`config.mk`:
```
export PLATFORM = sky130hd
export DESIGN_NAME = mem_access_unit
export DESIGN_NICKNAME = d
export VERILOG_FILES = /design/src/rtl/mem_pkg.sv /design/src/rtl/store_formatter.sv /design/src/rtl/mem_access_unit.sv
export SDC_FILE = /design/constraint.sdc
export NUM_CORES = 1
export LEC_CHECK = 0
export BUFFER_PORTS_ARGS = -buffer_cell sky130_fd_sc_hd__buf_2
export CORE_AREA = 2 2 116 118
export CTS_BUF_LIST = sky130_fd_sc_hd__clkbuf_16
export DETAILED_ROUTE_END_ITERATION = 6
export DIE_AREA = 0 0 118 120
export SYNTH_ARGS = -nofsm -noshare
export SYNTH_HDL_FRONTEND = slang
export SYNTH_SLANG_ARGS = --single-unit
```
`constraint.sdc`:
```
create_clock -name clk -period 3.02 [get_ports clk]
set_input_delay 0.604 -clock clk [delete_from_list [all_inputs] [get_ports clk]]
set_output_delay 0.604 -clock clk [all_outputs]
set_load 0.05 [all_outputs]
```
`src/rtl/mem_pkg.sv`:
```
// Shared encodings, FSM state type and helpers for the MEM-stage load/store sequencer.
package mem_pkg;

  localparam int WSTRB_W = 4;

  localparam logic [2:0] F3_LB  = 3'b000;
  localparam logic [2:0] F3_LH  = 3'b001;
  localparam logic [2:0] F3_LW  = 3'b010;
  localparam logic [2:0] F3_LBU = 3'b100;
  localparam logic [2:0] F3_LHU = 3'b101;

  localparam logic [2:0] F3_SB  = 3'b000;
  localparam logic [2:0] F3_SH  = 3'b001;
  localparam logic [2:0] F3_SW  = 3'b010;

  typedef enum logic [1:0] {
    IDLE = 2'd0,
    REQ  = 2'd1,
    RESP = 2'd2,
    DONE = 2'd3
  } mau_state_t;

  // Word ops need both low bits clear, halfword ops only bit 0; lhu exists only as a load.
  function automatic logic is_misaligned(input logic [2:0] f3,
                                         input logic [1:0] a_lo,
                                         input logic       is_store);
    logic m;
    m = 1'b0;
    case (f3)
      F3_LW:   m = (a_lo != 2'b00);
      F3_LH:   m = a_lo[0];
      F3_LHU:  m = !is_store && a_lo[0];
      default: m = 1'b0;
    endcase
    return m;
  endfunction

endpackage

```
`src/rtl/store_formatter.sv`:
```
// Store lane formatter: replicates store data across the word and builds byte strobes.
// Purely combinational; unknown store types produce zero strobes.
module store_formatter
  import mem_pkg::*;
(
  input  logic [2:0]         funct3_i,
  input  logic [1:0]         addr_lo_i,
  input  logic [31:0]        store_data_i,
  output logic [31:0]        wdata_o,
  output logic [WSTRB_W-1:0] wstrb_o
);

  always_comb begin
    wdata_o = '0;
    wstrb_o = '0;
    case (funct3_i)
      F3_SW: begin
        wdata_o = store_data_i;
        wstrb_o = 4'b1111;
      end
      F3_SH: begin
        wdata_o = {2{store_data_i[15:0]}};
        wstrb_o = addr_lo_i[1] ? 4'b1100 : 4'b0011;
      end
      F3_SB: begin
        wdata_o = {4{store_data_i[7:0]}};
        wstrb_o = 4'b0001 << addr_lo_i;
      end
      default: begin
        wdata_o = '0;
        wstrb_o = '0;
      end
    endcase
  end

endmodule

```
`src/rtl/mem_access_unit.sv`:
```
// MEM-stage load/store sequencer: one word-aligned cache request per op, pipeline stalled until the reply.
// Optional macro MISALIGN_TRAP_EN: misaligned ops raise misalign_exc instead of issuing a request.
module mem_access_unit
  import mem_pkg::*;
#(
  parameter int DATA_WIDTH = 32,
  parameter int ADDR_WIDTH = 32
) (
  input  logic                  clk,
  input  logic                  rst_n,
  input  logic                  mem_read,
  input  logic                  mem_write,
  input  logic [2:0]            funct3,
  input  logic [ADDR_WIDTH-1:0] addr,
  input  logic [DATA_WIDTH-1:0] store_data,
  output logic                  stall,
  output logic                  load_valid,
  output logic [DATA_WIDTH-1:0] load_word,
  output logic [ADDR_WIDTH-1:0] load_addr,
  output logic [2:0]            load_type,
  output logic                  misalign_exc,
  output logic                  dc_req_valid,
  input  logic                  dc_req_ready,
  output logic                  dc_we,
  output logic [ADDR_WIDTH-1:0] dc_addr,
  output logic [DATA_WIDTH-1:0] dc_wdata,
  output logic [WSTRB_W-1:0]    dc_wstrb,
  input  logic                  dc_resp_valid,
  input  logic [DATA_WIDTH-1:0] dc_rdata
);

  mau_state_t state_q, state_d;

  logic                  load_valid_q;
  logic                  misalign_q;
  logic [DATA_WIDTH-1:0] load_word_q;
  logic [ADDR_WIDTH-1:0] load_addr_q;
  logic [2:0]            load_type_q;
  logic                  we_q;
  logic [ADDR_WIDTH-1:0] dc_addr_q;
  logic [DATA_WIDTH-1:0] wdata_q;
  logic [WSTRB_W-1:0]    wstrb_q;

  logic [DATA_WIDTH-1:0] fmt_wdata;
  logic [WSTRB_W-1:0]    fmt_wstrb;
  logic                  store_known;
  logic                  op_vld;
  logic                  trap;
  logic                  go;
  logic                  resp_hit;

  store_formatter u_store_formatter (
    .funct3_i     (funct3),
    .addr_lo_i    (addr[1:0]),
    .store_data_i (store_data),
    .wdata_o      (fmt_wdata),
    .wstrb_o      (fmt_wstrb)
  );

  // Unknown store types are dropped outright; unknown loads still read and the extender zeroes them.
  assign store_known = mem_write && ((funct3 == F3_SB) || (funct3 == F3_SH) || (funct3 == F3_SW));
  assign op_vld      = mem_read || store_known;

`ifdef MISALIGN_TRAP_EN
  assign trap = op_vld && is_misaligned(funct3, addr[1:0], mem_write);
`else
  assign trap = 1'b0;
`endif

  assign go       = (state_q == IDLE) && op_vld && !trap;
  assign resp_hit = (state_q == RESP) && dc_resp_valid;

  always_comb begin
    state_d = state_q;
    case (state_q)
      IDLE:    if (go)            state_d = REQ;
      REQ:     if (dc_req_ready)  state_d = RESP;
      RESP:    if (dc_resp_valid) state_d = DONE;
      DONE:                       state_d = IDLE;
      default:                    state_d = IDLE;
    endcase
  end

  always_ff @(posedge clk) begin
    if (!rst_n) begin
      state_q      <= IDLE;
      load_valid_q <= 1'b0;
      misalign_q   <= 1'b0;
      load_word_q  <= '0;
      load_addr_q  <= '0;
      load_type_q  <= 3'b000;
      we_q         <= 1'b0;
      dc_addr_q    <= '0;
      wdata_q      <= '0;
      wstrb_q      <= '0;
    end else begin
      state_q      <= state_d;
      // Pulse lands in DONE, the one cycle where the pipeline advances.
      load_valid_q <= resp_hit && !we_q;
      misalign_q   <= (state_q == IDLE) && trap;
      if (go) begin
        dc_addr_q   <= {addr[ADDR_WIDTH-1:2], 2'b00};
        we_q        <= mem_write;
        wdata_q     <= mem_write ? fmt_wdata : '0;
        wstrb_q     <= mem_write ? fmt_wstrb : '0;
        load_addr_q <= addr;
        load_type_q <= funct3;
      end
      if (resp_hit && !we_q) begin
        load_word_q <= dc_rdata;
      end
    end
  end

  assign stall        = go || (state_q == REQ) || (state_q == RESP);
  assign dc_req_valid = (state_q == REQ);
  assign dc_we        = we_q;
  assign dc_addr      = dc_addr_q;
  assign dc_wdata     = wdata_q;
  assign dc_wstrb     = wstrb_q;
  assign load_valid   = load_valid_q;
  assign load_word    = load_word_q;
  assign load_addr    = load_addr_q;
  assign load_type    = load_type_q;
  assign misalign_exc = misalign_q;

endmodule

```
# After elaboration in Yosys (flattened, before gate mapping)
# Cells that the tools add are included.
# totals
input_bits,105
out_inout_bits,140
wordCells,40
regBits,137
# classes
reduce_logical,13
eq_ne,8
shift,1
n_mux,9
# op_table
op,n
$pmux 32 s3,1
$mux 32,1
$pmux 4 s3,1
$mux 4,2
$pmux 2 s4,1
$mux 2,3
$logic_or 1x1->1,5
$eq 2x2->1 const B,2
$logic_and 1x1->1,4
$ne 2x2->1 const B,2
$shl 1x2->4 const A,1
$eq 3x1->1 const B,1
$eq 3x2->1 const B,1
$logic_not 3->1,1
$reduce_and 3->1,1
$eq 2x1->1 const B,1
$logic_not 2->1,1
$ne 2x1->1 const B,1
$logic_not 1->1,1

# Logic depth before layout (Yosys ltp)
# logic_depth
depth_word,8
mapped_depth,8

# Hierarchy
# A second synthesis with hierarchy kept.
# unflattened
cells_unflattened,619
hier_area_um2,5263.8
# by_module_without_submodules
module,seq_area_each_um2,area_each_um2,n_inst,cells_per_inst
mem_access_unit,2142.1,4645.7,1,516
store_formatter,0.0,618.1,1,103

# Worst setup path before layout
# Ideal clock, no wire load.
# synth_timing
path_kind,input-to-output
startpoint,input port funct3[1]
endpoint,output port stall
path_buffers,0
stages,4
t_required_ns,2.416
arrival_ns,1.701
setup_slack_ns,0.715
cell_sequence,nand2_1 > a31oi_2 > nor2_1 > or3_1
# synth_between
elab_chain_len,8
word_cells_on_any_way,10
# synth_rtl
element,line,text
from (decl),mem_access_unit.sv:13,"input logic [2:0] funct3,"
$eq 3x1->1 or $logic_not 3->1 (tied branches),mem_access_unit.sv:61,assign store_known = mem_write && ((funct3 == F3_SB) || (funct3 == F3_SH) || (funct3 == F3_SW));
$logic_or 1x1->1,mem_access_unit.sv:61,
$logic_or 1x1->1 *,mem_access_unit.sv:61,
$logic_and 1x1->1 *,mem_access_unit.sv:61,
$logic_or 1x1->1 *,mem_access_unit.sv:62,assign op_vld = mem_read || store_known;
$logic_and 1x1->1 *,mem_access_unit.sv:70,assign go = (state_q == IDLE) && op_vld && !trap;
$logic_or 1x1->1 * (2 in a row),mem_access_unit.sv:115,assign stall = go || (state_q == REQ) || (state_q == RESP);
to (decl),mem_access_unit.sv:16,"output logic stall,"
# Mark *: on every way between the ends. The rest lies on a longest branch, timed or not.

# Worst setup path after layout
# Same ends and word-level chain as after synthesis.

==> summary.txt <==
STA
  – Slew @ Worst Pin: 0.770 ns
  – Final setup vio count: 0
  – Layout Skew: 0.00438 ns
  – Worst setup margin: 0.548 ns
  – Worst rel slew slack: 48.6%
  – Period minus WS final: 2.47 ns
  – Unrepaired setup endpoints after global routing: no
  – Fin. Hold Viols: 0
  – Period Utilization, post-route: 81.9%
  – Setup TNS: 0 ns
  – Max Clk Rate: 405 MHz
  – WHS: 0.453 ns
  – Max Transition Viols Final: 0

Placed design
  – Place WS: 0.544 ns
  – Area post-placement: 0.00551 mm2
  – Port-buffer cells: 241
  – Routability cong.: 0.842
  – Post-DP HPWL: 9690 um
  – Post-placement cell count: 886

Routing
  – Top layer reached by signal wires: met4
  – DR vias: 4459
  – Post-route ant nets: 0
  – DRC Markers: 0
  – Drt total wl: 13700 um
  – Vias/cell: 4.97
  – Drt first pass iters: 5
  – DRT iter0 DRCs: 304
  – Met3 wire len: 910 um
  – WL met1: 5780 um
  – Wire per inst: 15.2 um
  – Detail Route met2 WL: 6700 um

Floorplan
  – DIE WIDTH: 118 um
  – Initial Utilization: 34.2%
  – Site Rows: 42
  – Chip height: 120 um
  – Total die area: 0.0142 mm2
  – CORE AREA: 0.0130 mm2
  – I/O pin count: 245

GRT
  – Vias in the first global route: 4004
  – Remaining global-route overflow: 0
  – Largest net degree at the start of global routing: 70
  – First-pass GRT wire length: 21100 um
  – Initial antenna violation count: 0
  – Global Route Usage Sum: 18.9%

Synth
  – Ranking of synthesized cells by instance count: 107 x dfxtp_1, 86 x a21oi_1, 84 x nand2_1
  – Syn Area/Cell: 8.29 um2
  – Seq cells post-synth: 107
  – Mapped Cells: 536
  – Sequential area share after synthesis: 48.2%
  – Largest cells by area after synthesis: dfxtp_1 48%, a21oi_1 9.7%, nand2_1 7.1%, o21ai_0 6.9%, buf_4 5.6%
  – Post-synth EDFFs: 0
  – Post-synth top area share: 48.2%
  – Top-count cell post-synth: dfxtp_1
  – Synth warnings: 0
  – Ys async rst share: 0%
  – Post-synthesis instance area: 0.00444 mm2
  – Synth cell types: 29
  – Post-synth top flop: dfxtp_1
  – Post-synth top area cell: dfxtp_1

Setup path
  – CP most frequent cell: buf_2
  – CP max stage cell: nor2_1
  – FF-to-FF path depth: 5
  – Worst r2r dst: dc_wdata[12]$_SDFFE_PN0P_
  – RR Startpoint: state_q[1]$_SDFFE_PN0P_
  – Crit path cell chain: buf_2, nand2_1, a31oi_4, nor2_1, or3_1, buf_2
  – Crit path largest cell delay: 0.39 ns
  – CP Capture Type: primary output
  – CP startpoint kind: primary input
  – CP arrival: 1.87 ns
  – Crit-path max FO: 9
  – Flop2flop setup slack: 1.11 ns
  – CP Class: primary input to primary output
  – Critical path required time: 2.42 ns

Clocking
  – Clock transition at the registers of the reported paths: 0.06 ns
  – Max clock buf depth: 2
  – Root buffer cell: clkbuf_16
  – # Post-CTS Setup Buffers: 0
  – CTS sink count: 107
  – Post-cts gate resize count: 0
  – Worst skew pair latency: 0.34 ns
  – Post-CTS Hold Buffers: 0
  – CTS H-Tree Depth: 3
  – CTS Buf Count: 9
  – TritonCTS clock tree: yes

Power
  – Power per standard cell area: 858 mW/mm2
  – Static Leakage: 2.76 nW
  – Max IR drop VDD: 0.398 mV
  – Total power: 4.93 mW

Final layout
  – ANT cells: 0
  – Final cell count without fillers: 898
  – Final instance area: 0.00575 mm2
  – Area grow syn2layout: 29.4%
  – Nets: 829
  – Final core utilization: 44.3%
  – Layout cells sized above 1: 36.8%

Job
  – Max-capacitance violation count: 0

Status
  – Status: finished, final reports clean

Hold path
  – Min-delay src: load_word[29]$_SDFFE_PN0P_
  – Hold Crit Class: flop to flop
  – Hold depth: 2
  – Hold Path End: load_word[29]$_SDFFE_PN0P_
[state kept, by name (all words and copies together), names as in the netlist]
register	count
load_valid	1
load_word	32
dc_wdata	32
load_addr	32
dc_wstrb	4
state_q	2
dc_we	1
load_type	3
[cells in the final DEF, fill, tap and decap left out]
| master | instances |
|---|---|
| nor2_1 | 3 |
| buf_4 | 9 |
| a21o_1 | 10 |
| clkinv_1 | 2 |
| and3_1 | 2 |
| a31oi_4 | 1 |
| conb_1 | 3 |
| ha_2 | 1 |
| mux2i_1 | 1 |
| dfxtp_1 | 107 |
| inv_1 | 7 |
| nor2b_1 | 11 |
| o21bai_1 | 2 |
| nor2_2 | 1 |
| nand2b_1 | 1 |
| nand4_1 | 8 |
| inv_2 | 1 |
| nand3_1 | 36 |
| a21oi_4 | 1 |
| buf_2 | 241 |
| ha_1 | 2 |
| a22o_1 | 28 |
| o21ai_0 | 61 |
| clkbuf_16 | 9 |
| nand2_1 | 84 |
| o31ai_1 | 1 |
| a31o_2 | 1 |
| or2_2 | 1 |
| a21oi_1 | 86 |
| or3_1 | 1 |
[power by group]
group	total (mW)	switching [mW]	internal, mW	leakage (nW)
Combinational	2.19	1.71	0.478	1.77
Clock	1.01	0.476	0.532	0.119
Sequential	1.73	0.123	1.61	0.870
Total	4.93	2.31	2.62	2.76
[how the worst max path moves through the flow]
stage | slack (ns) | cells after the start | startpoint | endpoint
2_1_floorplan | 0.72 | 4 | funct3[1] | stall
3_3_place_gp | 0.57 | 6 | funct3[1] | stall
3_5_place_dp | 0.54 | 6 | funct3[1] | stall
4_1_cts | 0.54 | 6 | funct3[1] | stall
5_1_grt | 0.42 | 6 | funct3[1] | stall
6_report | 0.55 | 6 | funct3[1] | stall
[cell type report]
class	instances	area, um2
fillers	1311	7230
flip-flops and latches	107	2140
multi-input cells	346	1850
repair buffers	250	1270
clock buffers	9	225
well taps	176	220
inverters	7	26.3
clock inverters	3	11.3
[cells by family (layout without fill, tap and decap cells)]
kind of cell,count (synthesis),count (layout),share of synthesized area [%]
mux,1,1,0.225
compound gates,191,191,25.1
fa+ha+maj,3,3,0.845
flops,107,107,48.2
buf+inv,85,269,10.6
simple gates,148,148,14.9
other cells,1,3,0.0844
[routing by layer]
metal	vias to the layer above	global-route usage (%)
li1	2184	-
met1	2058	23.6
met2	198	31.7
met3	19	3.61
met4	0	8.21
met5	-	0
[worst max-delay path: cells and delay by family]
family          cells  cell delay, ns
compound gates      1            0.12
buf+inv             2            0.37
simple gates        3            0.77
Power figures use the tool's default switching activity.
